$ cat src/rtl/_pkg_riscv_defines.sv
// Shared RV32I pipeline definitions: opcodes, funct3 encodings, pipeline
// register layouts and the memory-stage FSM/dcache request types.
package _pkg_riscv_defines;

  localparam int unsigned DATA_WIDTH = 32;
  localparam int unsigned ADDR_WIDTH = 32;

  localparam logic [6:0] OPC_LOAD  = 7'b0000011;
  localparam logic [6:0] OPC_STORE = 7'b0100011;

  typedef enum logic [2:0] {
    LB  = 3'b000,
    LH  = 3'b001,
    LW  = 3'b010,
    LBU = 3'b100,
    LHU = 3'b101
  } load_fun3_t;

  typedef enum logic [2:0] {
    SB = 3'b000,
    SH = 3'b001,
    SW = 3'b010
  } store_fun3_t;

  typedef enum logic [1:0] {
    S_IDLE = 2'd0,
    S_REQ  = 2'd1,
    S_WAIT = 2'd2,
    S_OUT  = 2'd3
  } mem_stage_state_t;

  typedef struct packed {
    logic [6:0]            opcode;
    logic [ADDR_WIDTH-1:0] pc_plus4;
    logic [DATA_WIDTH-1:0] alu_result;
    logic [DATA_WIDTH-1:0] rs2_data;
    logic [4:0]            rd_addr;
  } pip_reg_exe_mem_t;

  typedef struct packed {
    logic [6:0]            opcode;
    logic [ADDR_WIDTH-1:0] pc_plus4;
    logic [DATA_WIDTH-1:0] alu_result;
    logic [DATA_WIDTH-1:0] mem_data;
    logic [4:0]            rd_addr;
  } pip_reg_mem_wb_t;

  typedef struct packed {
    logic [ADDR_WIDTH-1:0]   addr;
    logic                    we;
    logic [DATA_WIDTH-1:0]   wdata;
    logic [DATA_WIDTH/8-1:0] wstrb;
  } dcache_req_t;

endpackage

$ cat src/rtl/mem_align.sv
// Combinational byte-lane logic for the memory stage: store lane replication
// and strobes, misaligned/illegal detection (request side), and load byte
// extraction with sign/zero extension (response side).
module mem_align
  import _pkg_riscv_defines::*;
(
  input  logic [6:0]  i_req_opcode,
  input  logic [2:0]  i_req_funct3,
  input  logic [1:0]  i_req_addr_lo,
  input  logic [31:0] i_req_rs2,
  input  logic [2:0]  i_rsp_funct3,
  input  logic [1:0]  i_rsp_addr_lo,
  input  logic [31:0] i_rsp_rdata,
  output logic        o_req_is_load,
  output logic        o_req_is_store,
  output logic        o_req_bad,
  output logic [31:0] o_req_wdata,
  output logic [3:0]  o_req_wstrb,
  output logic [31:0] o_load_data
);

  logic        w_illegal;
  logic        w_misalign;
  logic [31:0] w_sh;

  assign o_req_is_load  = (i_req_opcode == OPC_LOAD);
  assign o_req_is_store = (i_req_opcode == OPC_STORE);
  assign o_req_bad      = w_illegal | w_misalign;

  // Request side: classify the incoming access and format store lanes.
  always_comb begin
    w_illegal   = 1'b0;
    w_misalign  = 1'b0;
    o_req_wdata = '0;
    o_req_wstrb = '0;
    if (o_req_is_load) begin
      case (load_fun3_t'(i_req_funct3))
        LB, LBU: w_misalign = 1'b0;
        LH, LHU: w_misalign = i_req_addr_lo[0];
        LW:      w_misalign = |i_req_addr_lo;
        default: w_illegal  = 1'b1;
      endcase
    end else if (o_req_is_store) begin
      case (store_fun3_t'(i_req_funct3))
        SB: begin
          o_req_wdata = {4{i_req_rs2[7:0]}};
          o_req_wstrb = 4'b0001 << i_req_addr_lo;
        end
        SH: begin
          w_misalign  = i_req_addr_lo[0];
          o_req_wdata = {2{i_req_rs2[15:0]}};
          o_req_wstrb = 4'b0011 << i_req_addr_lo;
        end
        SW: begin
          w_misalign  = |i_req_addr_lo;
          o_req_wdata = i_req_rs2;
          o_req_wstrb = 4'b1111;
        end
        default: w_illegal = 1'b1;
      endcase
    end
  end

  assign w_sh = i_rsp_rdata >> {i_rsp_addr_lo, 3'b000};

  // Response side: pick the addressed lane(s) and extend to 32 bits.
  always_comb begin
    o_load_data = w_sh;
    case (load_fun3_t'(i_rsp_funct3))
      LB:      o_load_data = {{24{w_sh[7]}}, w_sh[7:0]};
      LBU:     o_load_data = {24'h0, w_sh[7:0]};
      LH:      o_load_data = {{16{w_sh[15]}}, w_sh[15:0]};
      LHU:     o_load_data = {16'h0, w_sh[15:0]};
      default: o_load_data = w_sh;
    endcase
  end

endmodule

$ cat src/rtl/mem_stage.sv
// RV32I memory-access stage: holds one instruction, issues at most one dcache
// request for it and presents the result to write-back.
module mem_stage
  import _pkg_riscv_defines::*;
(
  input  logic             clk,
  input  logic             rst,
  input  pip_reg_exe_mem_t exe_mem_i,
  input  logic [2:0]       exe_mem_funct3_i,
  input  logic             exe_mem_valid_i,
  output logic             exe_mem_ready_o,
  output logic             dc_req_valid_o,
  input  logic             dc_req_ready_i,
  output logic [31:0]      dc_addr_o,
  output logic             dc_we_o,
  output logic [31:0]      dc_wdata_o,
  output logic [3:0]       dc_wstrb_o,
  input  logic             dc_resp_valid_i,
  input  logic [31:0]      dc_rdata_i,
  output pip_reg_mem_wb_t  mem_wb_o,
  output logic             mem_wb_valid_o,
  input  logic             mem_wb_ready_i,
  output logic             misalign_o
);

  mem_stage_state_t r_state, w_state_d, w_issue_state;
  pip_reg_mem_wb_t  r_mem_wb, w_mem_wb_d;
  dcache_req_t      r_dc_req;

  logic [6:0]  r_opcode;
  logic [31:0] r_pc_plus4;
  logic [31:0] r_alu_result;
  logic [4:0]  r_rd_addr;
  logic [2:0]  r_funct3;
  logic        r_misalign;

  logic        w_accept;
  logic        w_in_req;
  logic        w_req_is_load;
  logic        w_req_is_store;
  logic        w_req_bad;
  logic [31:0] w_req_wdata;
  logic [3:0]  w_req_wstrb;
  logic [31:0] w_load_data;
  logic        w_r_is_load;

  mem_align u_mem_align (
    .i_req_opcode   (exe_mem_i.opcode),
    .i_req_funct3   (exe_mem_funct3_i),
    .i_req_addr_lo  (exe_mem_i.alu_result[1:0]),
    .i_req_rs2      (exe_mem_i.rs2_data),
    .i_rsp_funct3   (r_funct3),
    .i_rsp_addr_lo  (r_alu_result[1:0]),
    .i_rsp_rdata    (dc_rdata_i),
    .o_req_is_load  (w_req_is_load),
    .o_req_is_store (w_req_is_store),
    .o_req_bad      (w_req_bad),
    .o_req_wdata    (w_req_wdata),
    .o_req_wstrb    (w_req_wstrb),
    .o_load_data    (w_load_data)
  );

  assign exe_mem_ready_o = (r_state == S_IDLE) | ((r_state == S_OUT) & mem_wb_ready_i);
  assign w_accept        = exe_mem_valid_i & exe_mem_ready_o;
  assign w_r_is_load     = (r_opcode == OPC_LOAD);

  // Request fields are gated by state so they read zero outside S_REQ.
  assign w_in_req       = (r_state == S_REQ);
  assign dc_req_valid_o = w_in_req;
  assign dc_addr_o      = w_in_req ? r_dc_req.addr  : '0;
  assign dc_we_o        = w_in_req & r_dc_req.we;
  assign dc_wdata_o     = w_in_req ? r_dc_req.wdata : '0;
  assign dc_wstrb_o     = w_in_req ? r_dc_req.wstrb : '0;

  assign mem_wb_o       = r_mem_wb;
  assign mem_wb_valid_o = (r_state == S_OUT);
  assign misalign_o     = r_misalign;

  // Next state and next write-back payload.
  always_comb begin
    w_state_d  = r_state;
    w_mem_wb_d = r_mem_wb;
    // Bad accesses skip the dcache entirely.
    w_issue_state = ((w_req_is_load | w_req_is_store) & ~w_req_bad) ? S_REQ : S_OUT;

    case (r_state)
      S_IDLE: if (w_accept) w_state_d = w_issue_state;
      S_REQ:  if (dc_req_ready_i) w_state_d = S_WAIT;
      S_WAIT: if (dc_resp_valid_i) w_state_d = S_OUT;
      S_OUT: begin
        if (mem_wb_ready_i) w_state_d = w_accept ? w_issue_state : S_IDLE;
      end
      default: w_state_d = S_IDLE;
    endcase

    if (w_accept && (w_issue_state == S_OUT)) begin
      w_mem_wb_d.opcode     = exe_mem_i.opcode;
      w_mem_wb_d.pc_plus4   = exe_mem_i.pc_plus4;
      w_mem_wb_d.alu_result = exe_mem_i.alu_result;
      w_mem_wb_d.mem_data   = '0;
      w_mem_wb_d.rd_addr    = (w_req_bad | w_req_is_store) ? 5'd0 : exe_mem_i.rd_addr;
    end else if ((r_state == S_WAIT) && dc_resp_valid_i) begin
      w_mem_wb_d.opcode     = r_opcode;
      w_mem_wb_d.pc_plus4   = r_pc_plus4;
      w_mem_wb_d.alu_result = r_alu_result;
      w_mem_wb_d.mem_data   = w_r_is_load ? w_load_data : '0;
      w_mem_wb_d.rd_addr    = w_r_is_load ? r_rd_addr : 5'd0;
    end
  end

  // FSM state register.
  always_ff @(posedge clk or posedge rst) begin
    if (rst) r_state <= S_IDLE;
    else     r_state <= w_state_d;
  end

  // Latch the accepted instruction, its dcache request and the output payload.
  always_ff @(posedge clk or posedge rst) begin
    if (rst) begin
      r_opcode     <= '0;
      r_pc_plus4   <= '0;
      r_alu_result <= '0;
      r_rd_addr    <= '0;
      r_funct3     <= '0;
      r_dc_req     <= '0;
      r_mem_wb     <= '0;
      r_misalign   <= 1'b0;
    end else begin
      r_mem_wb   <= w_mem_wb_d;
      r_misalign <= w_accept & w_req_bad;
      if (w_accept) begin
        r_opcode       <= exe_mem_i.opcode;
        r_pc_plus4     <= exe_mem_i.pc_plus4;
        r_alu_result   <= exe_mem_i.alu_result;
        r_rd_addr      <= exe_mem_i.rd_addr;
        r_funct3       <= exe_mem_funct3_i;
        r_dc_req.addr  <= {exe_mem_i.alu_result[31:2], 2'b00};
        r_dc_req.we    <= w_req_is_store;
        r_dc_req.wdata <= w_req_wdata;
        r_dc_req.wstrb <= w_req_wstrb;
      end
    end
  end

endmodule

$ cat config.mk
export PLATFORM = sky130hd
export DESIGN_NAME = mem_stage
export DESIGN_NICKNAME = d
export VERILOG_FILES = /design/src/rtl/_pkg_riscv_defines.sv /design/src/rtl/mem_align.sv /design/src/rtl/mem_stage.sv
export SDC_FILE = /design/constraint.sdc
export NUM_CORES = 1
export LEC_CHECK = 0
export ABC_AREA = 1
export CORE_ASPECT_RATIO = 1.5
export CORE_MARGIN = 3
export CORE_UTILIZATION = 48
export DETAILED_ROUTE_END_ITERATION = 6
export PLACE_DENSITY_LB_ADDON = 0.25
export SYNTH_ARGS = -nofsm -noshare
export SYNTH_HDL_FRONTEND = slang
export SYNTH_HIERARCHICAL = 1
export SYNTH_SLANG_ARGS = --single-unit
$ cat constraint.sdc
create_clock -name clk -period 10.2 [get_ports clk]
set_input_delay 1.53 -clock clk [delete_from_list [all_inputs] [get_ports clk]]
set_output_delay 1.53 -clock clk [all_outputs]
set_load 0.02 [all_outputs]
## Yosys cells after proc, flatten, opt, wreduce, memory -nomap -nowiden

Cells that the tools add are included.

| storage, ports and cells | value |
|---|---|
| register bits after elaboration | 257 |
| logic and storage cells | 88 |
| output and inout bits | 181 |

| cells by class | value |
|---|---|
| muxes and demuxes | 30 |
| shift operators | 3 |
| bitwise gates (word level) | 10 |
| reduce and logical (&&, ||, !) cells | 11 |
| eq/ne operators | 18 |

Operators with widths:

| kind | count |
|---|---|
| $mux W108 | 2 |
| $mux W32 | 5 |
| $pmux W32 S4 | 1 |
| $pmux W32 S3 | 1 |
| $shr A32 B5 Y32 | 1 |
| $eq A7 B2 Y1 const B | 2 |
| $eq A3 B3 Y1 const B | 4 |
| $mux W2 | 6 |
| $mux W4 | 3 |
| $pmux W4 S3 | 1 |
| $mux W5 | 2 |
| $pmux W2 S4 | 1 |
| $eq A7 B6 Y1 const B | 1 |
| $eq A2 B2 Y1 const B | 3 |
| $eq A3 B1 Y1 const B | 2 |
| $logic_not A3 Y1 | 2 |
| $mux W1 | 6 |
| $ne A2 B2 Y1 const B | 3 |
| $and A1 B1 Y1 | 5 |
| $reduce_or A5 Y1 | 1 |
| $or A1 B1 Y1 | 4 |
| $pmux W1 S2 | 2 |
| $reduce_and A4 Y1 | 1 |
| $reduce_or A2 Y1 | 2 |
| 10 further kinds | 11 |

## Depth between registers and ports, before layout

Gate-level depths: netlist (run 1).

| depth | value |
|---|---|
| depth after elaboration | 12 |
| gate-level depth with buffers | 17 |
| gate-level depth less buffers | 15 |

## Modules after synthesis

Netlist (run 1), hierarchy kept.

Modules (own cells, without submodules):

| module | instances | area each (um^2) | cells each | seq. area each (um^2) |
|---|---|---|---|---|
| mem_stage | 1 | 9845.7 | 1206 | 5680.4 |
| mem_align | 1 | 1576.5 | 348 | 0.0 |

## Least setup slack after synthesis (run 1)

No wires, ideal clock.

| timing path | value |
|---|---|
| path kind | in2out |
| start | input port mem_wb_ready_i |
| end | output port exe_mem_ready_o |
| arrival time | 1750 ps |
| path slack | 6920 ps |
| stages | 2 |
| cell sequence | nand3_2 > nand2_4 |

| on the way | value |
|---|---|
| longest elaborated chain between the ends | 2 |

Ends and longest elaborated chain:

| what | line | RTL |
|---|---|---|
| from (decl) | mem_stage.sv:22 | `input logic mem_wb_ready_i,` |
| $and A1 B1 Y1 | mem_stage.sv:63 | `assign exe_mem_ready_o = (r_state == S_IDLE) \| ((r_state == S_OUT) & mem_wb_ready_i);` |
| $or A1 B1 Y1 | mem_stage.sv:63 |  |
| to (decl) | mem_stage.sv:11 | `output logic exe_mem_ready_o,` |

Every way passes these cells.

## Worst setup path after layout (run 1)

| timing path | value |
|---|---|
| start | input port exe_mem_i[104] (netlist bit) |
| end | register r_mem_wb (netlist bit mem_wb_o[47]) |

| on the way | value |
|---|---|
| longest elaborated chain between the ends | 10 |
| elaborated cells between the ends (all ways) | 15 |
| classes of those cells | eq/ne: 3; mux: 6; bitwise: 4; reduce/logical: 2 |

Ends and longest elaborated chain:

| what | line | RTL |
|---|---|---|
| from (decl) | mem_stage.sv:8 | `input pip_reg_exe_mem_t exe_mem_i,` |
| $eq A7 B6 Y1 (*) | mem_align.sv:27 | `assign o_req_is_store = (i_req_opcode == OPC_STORE);` |
| named net w_req_is_store | mem_stage.sv:40 | `logic w_req_is_store;` |
| $mux W1 | mem_align.sv:43 | `end else if (o_req_is_store) begin` |
| $mux W1 | mem_align.sv:36 | `if (o_req_is_load) begin` |
| $or A1 B1 Y1 (*) | mem_align.sv:28 | `assign o_req_bad = w_illegal \| w_misalign;` |
| named net w_req_bad | mem_stage.sv:41 | `logic w_req_bad;` |
| $not A1 Y1 (*) | mem_stage.sv:84 | `w_issue_state = ((w_req_is_load \| w_req_is_store) & ~w_req_bad) ? S_REQ : S_OUT;` |
| $and A1 B1 Y1 (*) | mem_stage.sv:84 |  |
| $mux W2 (*) | mem_stage.sv:84 |  |
| $eq A2 B2 Y1 (*) | mem_stage.sv:96 | `if (w_accept && (w_issue_state == S_OUT)) begin` |
| $logic_and A1 B1 Y1 (*) | mem_stage.sv:96 |  |
| $mux W108 or $reduce_bool A2 Y1 (tied branches) | n/a |  |
| to (signal assigned) | mem_stage.sv:129 | `r_mem_wb <= w_mem_wb_d;` |
| to (decl) | mem_stage.sv:27 | `pip_reg_mem_wb_t r_mem_wb, w_mem_wb_d;` |

The timed path passes the listed nets; every way through them passes the cells marked *.
A chain may end at the register's enable or synchronous reset.

==> results.py, run 1 <==
metrics = {
    "finish": {
        "drive_above_1_share": 0.0451,
        "mostFrequentLayoutCell": "nand2_1",
        "area_delta_synth_final_pct": 35.3,
        "fillers": 2006,
        "final_cell_mix": "nand2_1 (545), clkdlybuf4s50_1 (327), dfrtp_1 (227)",
        "nets": 1973,
    },
    "yosys": {
        "ys_types": 28,
        "netlist_area_um2": 11400,
        "synth_seq_cells": 227,
        "yosysWarnings": 6,
        "syn_area_per_cell_um2": 7.35,
        "syn_inst": 1554,
        "seq_area_frac_synth": 0.497,
    },
    "detailed_routing": {
        "initialDrtViolationCount": 780,
        "drc": 0,
        "viasPerCell": 5.16,
        "firstDrtPassIters": 5,
        "ant_nets": 0,
        "num_vias": 11123,
        "wl_mm": 35.7,
        "wire_per_inst_um": 16.6,
    },
    "clock_network": {
        "numCtsBuffers": 22,
        "cts_tree": "yes",
        "path_clk_slew_ps": 60,
        "clock_latency_ps": 520,
        "cts.sinks": 227,
        "ctsHtreeMaxLevel": 1,
        "cts-root-buf": "clkbuf_16",
        "clock_path_buffers": 3,
        "cts_setup_buffers": 0,
        "cts_resized": 0,
        "postCtsHoldBufs": 0,
    },
    "placement": {
        "io_buffers": 327,
        "gp_congestion": 0.957,
        "pre_cts_slack_ps": 4780,
        "hpwlAfterDp_mm": 24.7,
    },
    "timing": {
        "maxSlewViolCount": 0,
        "min_period_over_period": 0.487,
        "setup_violations": 0,
        "setup_slack_ps": 5240,
        "finalHoldViolCount": 0,
        "timing.fmax_mhz": 201,
        "final.min_clock_period_ps": 4960,
        "slew_headroom": 0.244,
        "clock_skew_ps": 18.9,
        "timing_worst_slew_pin_value_ps": 1130,
        "tns_ps": 0,
        "rsz0062_at_grt": "no",
    },
    "job": {
        "drv_cap": 0,
    },
    "worst_setup_path": {
        "cp-end-kind": "flip-flop",
        "worstPathArrival_ps": 5360,
        "critical_path_peak_fanout": 96,
        "cp-start-kind": "input port",
        "cp.required_ps": 10600,
        "critical_path_class": "in2reg",
        "r2r_slack_ps": 6590,
    },
    "power_and_ir_drop": {
        "power_switching_w": 0.00169,
        "swShare": 0.413,
        "p_clk_frac": 0.211,
        "pwr_density_cell_nw_per_um2": 265,
        "irDropWorstVdd_v": 0.000179,
        "p_comb_frac": 0.445,
        "leakagePower_nw": 7.62,
        "seqPwrFrac": 0.344,
        "p_int_w": 0.00240,
    },
    "hold_path": {
        "min_path_type": "reg2reg",
    },
    "floorplan": {
        "start_util": 0.492,
        "die_h_um": 195,
        "coreArea_um2": 23200,
        "fp-row-count": 68,
        "die-area_um2": 25700,
        "io_pins": 330,
        "dieWidth_um": 132,
    },
    "grt": {
        "grt_pass1_wl_mm": 57.1,
        "antenna_found_initial": 2,
        "grt_max_degree": 110,
        "grt_pass1_vias": 10973,
        "overflow": 0,
        "track_usage": 0.271,
    },
    "outcome": {
        "run_status": "finished, final reports clean",
    },
}
[cell type report]
cell class / count / area [um^2] / area share
sequential: 227 / 5680 / 0.368
multi-input combinational: 1048 / 4550 / 0.294
timing repair buffer: 337 / 3350 / 0.217
inverter: 188 / 716 / 0.0463
clock buffer: 27 / 609 / 0.0394
tap: 315 / 394 / 0.0255
clock inverter: 12 / 153 / 0.00988
antenna: 2 / 5.00 / 0.000324
[synthesized netlist by cell type (all sizes together)]
master,n,area share
dfrtp,227,0.50
nor3,3,0.0023
inv,188,0.062
clkbuf,33,0.011
nand3,110,0.051
o21ai,193,0.085
a21oi,35,0.015
buf,59,0.033
o211ai,13,0.0085
or2,6,0.0033
nor2,117,0.039
conb,1,0.00033
nand4,12,0.0066
o21a,1,0.00066
nand2,554,0.18
nand3b,1,0.00066
o22ai,1,0.00055
[registers in the layout (all words and copies together) (netlist names)]
signal,cells
misalign_o,1
r_alu_result,32
r_funct3,3
r_pc_plus4,32
r_state,2
r_dc_req,37
r_rd_addr,5
r_opcode,7
mem_wb_o,108
[power by group through the flow]
stage / sequential [W] / clock, W / combinational (W)
2_1_floorplan: 0.00155 / 0 / 0.000975
3_3_place_gp: 0.00141 / 0 / 0.00178
3_5_place_dp: 0.00141 / 0 / 0.00182
4_1_cts: 0.00140 / 0.000878 / 0.00183
5_1_grt: 0.00144 / 0.000911 / 0.00201
6_report: 0.00141 / 0.000863 / 0.00182
[path summary, 6_finish.rpt]
kind                                start                to  depth (start not counted)
min reg2reg                  mem_wb_o[10]      mem_wb_o[10]                          2
min in group asynchronous             rst      mem_wb_o[18]                          2
max reg2reg                    r_state[0]  r_alu_result[13]                          7
min                          mem_wb_o[10]      mem_wb_o[10]                          2
max                        exe_mem_i[104]      mem_wb_o[47]                         17
max in group asynchronous             rst      r_dc_req[11]                          3
[critical path: stages]
cell	delay (ps)
clkdlybuf4s50_1	440
nor2_1	110
nand3_1	170
nor2_1	590
buf_4	320
nand2_1	70
nand2_1	60
inv_1	30
nand2_1	70
inv_1	60
o21ai_1	150
nand3_4	130
buf_4	390
inv_1	880
nand2_1	100
o21ai_0	110
inv_1	70
[through the flow]
step           instance area [um^2]  power, W  hold WS, ps  utilization  std cells
2_1_floorplan                 11400   0.00253          449            -       1555
3_3_place_gp                  14700   0.00319          455        0.632       2115
3_5_place_dp                  14700   0.00323          458        0.632       2115
4_1_cts                       15400   0.00411          474        0.665       2154
5_1_grt                       15400   0.00436          498        0.665       2155
6_report                      15500   0.00409          471        0.665       2156
[per-layer routing]
layer	share of wire	GRT usage	wire length, um	vias up
li1	-	-	-	5362
met1	0.37	0.329	13400	5186
met2	0.50	0.470	18000	483
met3	0.080	0.0567	2860	92
met4	0.042	0.107	1500	0
met5	0	0	0	-
[cell families (layout without fill, tap and decap cells)]
logic type             after synthesis  count (layout)  synth area share
buffers and inverters              280             564             0.105
other                                1               4          0.000328
AND/OR/NAND/NOR                    803             803             0.287
AO/OA/AOI/OAI                      243             243             0.110
flip-flops                         227             227             0.497
No activity file was read; power rests on OpenSTA's default activity.
==> run 2: changes to the inputs <==
==> constraint.sdc (replaced) <==
create_clock -name clk -period 4.6 [get_ports clk]
set_input_delay 0.69 -clock clk [delete_from_list [all_inputs] [get_ports clk]]
set_output_delay 0.69 -clock clk [all_outputs]
set_load 0.02 [all_outputs]
==> run 2 against run 1 <==
  * Combinational power rose by 130%
  * Cell count up 0.28%
  * Flip-flop and latch count did not move
  * Non-clock buffer count rose by 5
  * Register-to-register slack lost 4800 ps
  * Worst setup slack worse by 4300 ps
  * Global-route usage is 0.95 points lower
  * First-iteration DRC count increased by 4.4%
  * Largest power group unchanged
==> results.py, run 2 (synthesis results as in run 1) <==
metrics = {
    "clock_network": {
        "clock_latency_ps": 510,
        "cts_setup_buffers": 0,
        "cts.sinks": 227,
        "numCtsBuffers": 23,
        "cts_tree": "yes",
        "cts_resized": 0,
        "postCtsHoldBufs": 0,
        "ctsHtreeMaxLevel": 1,
        "clock_path_buffers": 3,
        "path_clk_slew_ps": 60,
        "cts-root-buf": "clkbuf_16",
    },
    "floorplan": {
        "dieWidth_um": 132,
        "die-area_um2": 25700,
        "die_h_um": 195,
        "io_pins": 330,
        "fp-row-count": 68,
        "coreArea_um2": 23200,
        "start_util": 0.492,
    },
    "timing": {
        "setup_violations": 0,
        "clock_skew_ps": 10.9,
        "slew_headroom": 0.249,
        "rsz0062_at_grt": "no",
        "timing.fmax_mhz": 275,
        "timing_worst_slew_pin_value_ps": 1120,
        "tns_ps": 0,
        "min_period_over_period": 0.791,
        "maxSlewViolCount": 0,
        "finalHoldViolCount": 0,
        "final.min_clock_period_ps": 3640,
    },
    "placement": {
        "hpwlAfterDp_mm": 24.2,
        "gp_congestion": 0.952,
        "place_area_um2": 14800,
        "io_buffers": 327,
    },
    "hold_path": {
        "min_path_type": "reg2reg",
    },
    "grt": {
        "use_met2": 0.441,
        "antenna_found_initial": 4,
        "met1_usage": 0.322,
        "grt_max_degree": 111,
        "use_met3": 0.0533,
        "grt_most_used_layer": "met2",
        "grt_pass1_wl_mm": 55.5,
        "overflow": 0,
        "grt_pass1_vias": 10846,
        "track_usage": 0.261,
    },
    "worst_setup_path": {
        "cp-start-kind": "flip-flop",
        "critical_path_class": "reg2out",
        "cp-end-kind": "output pin",
        "worstPathArrival_ps": 2950,
        "cp.required_ps": 3910,
        "critical_path_peak_fanout": 51,
    },
    "finish": {
        "nets": 1979,
        "area_delta_synth_final_pct": 35.7,
        "final_cell_mix": "nand2_1 (545), clkdlybuf4s50_1 (327), dfrtp_1 (227)",
        "mostFrequentLayoutCell": "nand2_1",
        "largest_reg_flops": 108,
        "multi_input_area_um2": 4550,
        "finalCoreUtilization": 0.667,
        "stdcell_area_um2": 15500,
        "fillers": 2020,
        "drive_above_1_share": 0.0456,
        "regArea_um2": 5680,
    },
    "detailed_routing": {
        "initialDrtViolationCount": 814,
        "viasPerCell": 5.20,
        "drc": 0,
        "firstDrtPassIters": 6,
        "num_vias": 11248,
        "ant_nets": 0,
        "wire_per_inst_um": 16.1,
        "wl_mm": 34.9,
    },
    "outcome": {
        "run_status": "finished, final reports clean",
    },
    "power_and_ir_drop": {
        "pwr_density_cell_nw_per_um2": 579,
        "leakagePower_nw": 7.63,
        "irDropWorstVdd_v": 0.000330,
    },
    "job": {
        "drv_cap": 0,
    },
}
-- run 2: routing by layer --
metal  vias to the layer above  part of all wire  wire length [um]
met3                        83             0.085              2970
li1                       5379                 -                 -
met2                       519              0.49             17200
met4                         2             0.040              1410
met5                         -           0.00037                13
met1                      5265              0.38             13400
-- run 2: critical path, cell delays in order (launching register included) --
cell and delay (ps):
dfrtp_1 450, inv_2 110, nand2_2 570, buf_4 470, nor2_1 190, clkdlybuf4s50_1 640
-- run 2: area by class of cell --
type,instances,share of cell area
Multi-Input combinational cell,1048,0.293
Sequential cell,227,0.367
Clock buffer,35,0.0446
Antenna cell,3,0.000484
Inverter,188,0.0459
Timing Repair Buffer,342,0.222
Clock inverter,4,0.00194
Tap cell,315,0.0254
-- run 2: path summary, 6_finish.rpt --
path,startpoint,to,slack (ps),depth (start not counted)
max,r_state[1],dc_addr_o[25],960,5
min,mem_wb_o[6],mem_wb_o[6],470,2
min reg2reg,mem_wb_o[6],mem_wb_o[6],470,2
min in group asynchronous,rst,mem_wb_o[75],690,2
max reg2reg,r_state[0],mem_wb_o[88],1750,7
max in group asynchronous,rst,mem_wb_o[6],3060,3
-- run 2: stage by stage --
| step | total power (W) | worst slack (ps) | hold slack (ps) | instances |
|---|---|---|---|---|
| 6_report | 0.00897 | 959 | 470 | 2162 |
| 3_3_place_gp | 0.00707 | 674 | 455 | 2120 |
| 3_5_place_dp | 0.00716 | 596 | 458 | 2120 |
| 2_1_floorplan | 0.00561 | 944 | 449 | 1555 |
| 4_1_cts | 0.00900 | 936 | 473 | 2159 |
| 5_1_grt | 0.00958 | 771 | 495 | 2162 |
-- run 2: power breakdown --
part / switching, W / internal, W / leakage (nW) / total, W
Combinational: 0.00257 / 0.00153 / 4.38 / 0.00410
Sequential: 0.000370 / 0.00270 / 2.90 / 0.00307
Clock: 0.000770 / 0.00103 / 0.352 / 0.00180
==> run 3: changes to the inputs <==
--- a/config.mk
+++ b/config.mk
@@ -8,7 +8,7 @@
 export ABC_AREA = 1
 export CORE_ASPECT_RATIO = 1.5
 export CORE_MARGIN = 3
-export CORE_UTILIZATION = 48
+export CORE_UTILIZATION = 44
 export DETAILED_ROUTE_END_ITERATION = 6
 export PLACE_DENSITY_LB_ADDON = 0.25
 export SYNTH_ARGS = -nofsm -noshare
==> constraint.sdc (replaced) <==
create_clock -name clk -period 3.2 [get_ports clk]
set_input_delay 0.48 -clock clk [delete_from_list [all_inputs] [get_ports clk]]
set_output_delay 0.48 -clock clk [all_outputs]
set_load 0.02 [all_outputs]
==> run 3 against run 2 <==
  * Sequential power rose by 44%
  * Die area increased by 8.7%
  * Cell count up 1.4%
  * First-iteration DRC count up 13%
  * Critical path type unchanged
  * Largest cell class unchanged
==> results.py, run 3 (synthesis results as in run 1) <==
metrics = {
    "detailed_routing": {
        "drc": 0,
        "ant_nets": 0,
        "num_vias": 11291,
        "viasPerCell": 5.15,
        "firstDrtPassIters": 7,
        "wl_mm": 36.0,
        "initialDrtViolationCount": 918,
        "wire_per_inst_um": 16.4,
    },
    "clock_network": {
        "cts_tree": "yes",
        "clock_path_buffers": 3,
        "cts-root-buf": "clkbuf_16",
        "cts.sinks": 227,
        "cts_resized": 0,
        "ctsHtreeMaxLevel": 1,
        "clock_latency_ps": 500,
        "path_clk_slew_ps": 60,
        "cts_setup_buffers": 0,
        "numCtsBuffers": 23,
        "postCtsHoldBufs": 0,
    },
    "job": {
        "drv_cap": 0,
    },
    "floorplan": {
        "fp-row-count": 71,
        "start_util": 0.451,
        "dieWidth_um": 138,
        "io_pins": 330,
        "die-area_um2": 28000,
        "die_h_um": 203,
        "coreArea_um2": 25300,
    },
    "timing": {
        "min_period_over_period": 0.936,
        "setup_violations": 0,
        "maxSlewViolCount": 0,
        "rsz0062_at_grt": "no",
        "tns_ps": 0,
        "slew_headroom": 0.426,
        "clock_skew_ps": 12.8,
        "timing_worst_slew_pin_value_ps": 859,
        "final.min_clock_period_ps": 3000,
        "setup_slack_ps": 203,
        "timing.fmax_mhz": 334,
        "finalHoldViolCount": 0,
    },
    "finish": {
        "largest_reg_flops": 108,
        "drive_above_1_share": 0.0559,
        "nets": 1995,
        "area_delta_synth_final_pct": 38.1,
        "final_cell_mix": "nand2_1 (545), clkdlybuf4s50_1 (327), dfrtp_1 (227)",
        "fillers": 2283,
        "final_cells": 2192,
        "mostFrequentLayoutCell": "nand2_1",
    },
    "grt": {
        "track_usage": 0.251,
        "grt_pass1_vias": 10852,
        "overflow": 0,
        "grt_max_degree": 77,
        "antenna_found_initial": 3,
        "grt_pass1_wl_mm": 56.2,
    },
    "power_and_ir_drop": {
        "leakagePower_nw": 7.78,
        "pwr_density_cell_nw_per_um2": 843,
        "irDropWorstVdd_v": 0.000444,
    },
    "hold_path": {
        "min_path_type": "reg2reg",
    },
    "worst_setup_path": {
        "path_delay_family": "buffers and inverters",
        "critical_path_class": "reg2out",
        "cp.required_ps": 2720,
        "cp-end-kind": "output pin",
        "worstPathArrival_ps": 2520,
        "max_stage_delay_ps": 640,
        "critical_path_peak_fanout": 21,
        "cp-start-kind": "flip-flop",
        "crit_buf_inv": 3,
        "cp_slowest_cell": "clkdlybuf4s50_1",
        "crit_chain": "inv_2, nand2_2, buf_4, nor2_1, clkdlybuf4s50_1",
    },
    "placement": {
        "pre_cts_slack_ps": 99.7,
        "gp_congestion": 0.900,
        "io_buffers": 327,
        "dp.cells": 2149,
        "hpwlAfterDp_mm": 25.5,
    },
    "outcome": {
        "run_status": "finished, final reports clean",
    },
}
## run 3: power breakdown
part	internal (W)	switching (W)
clock network	0.00173	0.00114
logic	0.00230	0.00370
registers	0.00388	0.000543
total	0.00791	0.00538
## run 3: layout make-up
cell class | count | area (um^2) | share of cell area
Antenna cell | 3 | 7.51 | 0.000476
Clock buffer | 29 | 638 | 0.0405
Clock inverter | 11 | 161 | 0.0102
Inverter | 188 | 712 | 0.0451
Multi-Input combinational cell | 1048 | 4550 | 0.289
Sequential cell | 227 | 5680 | 0.360
Tap cell | 328 | 410 | 0.0260
Timing Repair Buffer | 358 | 3610 | 0.229
## run 3: tightest hold or removal path, delay by kind of cell, from the launching register on
kind             cells  cell delay, ps
flip-flops           1             340
AND/OR/NAND/NOR      2              90
## run 3: per-layer routing
layer | global-route usage | part of all wire | vias to the layer above
met5 | 0 | 0 | -
met1 | 0.308 | 0.37 | 5234
met2 | 0.424 | 0.49 | 538
li1 | - | - | 5411
met3 | 0.0424 | 0.084 | 108
met4 | 0.119 | 0.052 | 0
## run 3: path summary, 6_finish.rpt
path                                      start             to  slack (ps)  cells after the start
worst min register to register     mem_wb_o[37]   mem_wb_o[37]         470                      2
worst max-delay path                 r_state[1]  dc_addr_o[14]         200                      5
min in group asynchronous                   rst   mem_wb_o[21]         490                      2
worst min-delay path               mem_wb_o[37]   mem_wb_o[37]         470                      2
max in group asynchronous                   rst   mem_wb_o[58]        1900                      3
worst max register to register  r_alu_result[0]   mem_wb_o[21]        1170                      9
## run 3: per-stage QoR
| stage | power [W] | hold slack, ps | cell area, um^2 | utilization |
|---|---|---|---|---|
| global route | 0.0142 | 485 | 15800 | 0.623 |
| floorplan | 0.00806 | 449 | 11400 | - |
| global placement | 0.0103 | 454 | 15000 | 0.591 |
| detailed placement | 0.0104 | 458 | 15000 | 0.591 |
| finish | 0.0133 | 470 | 15800 | 0.623 |
| CTS | 0.0134 | 475 | 15800 | 0.623 |
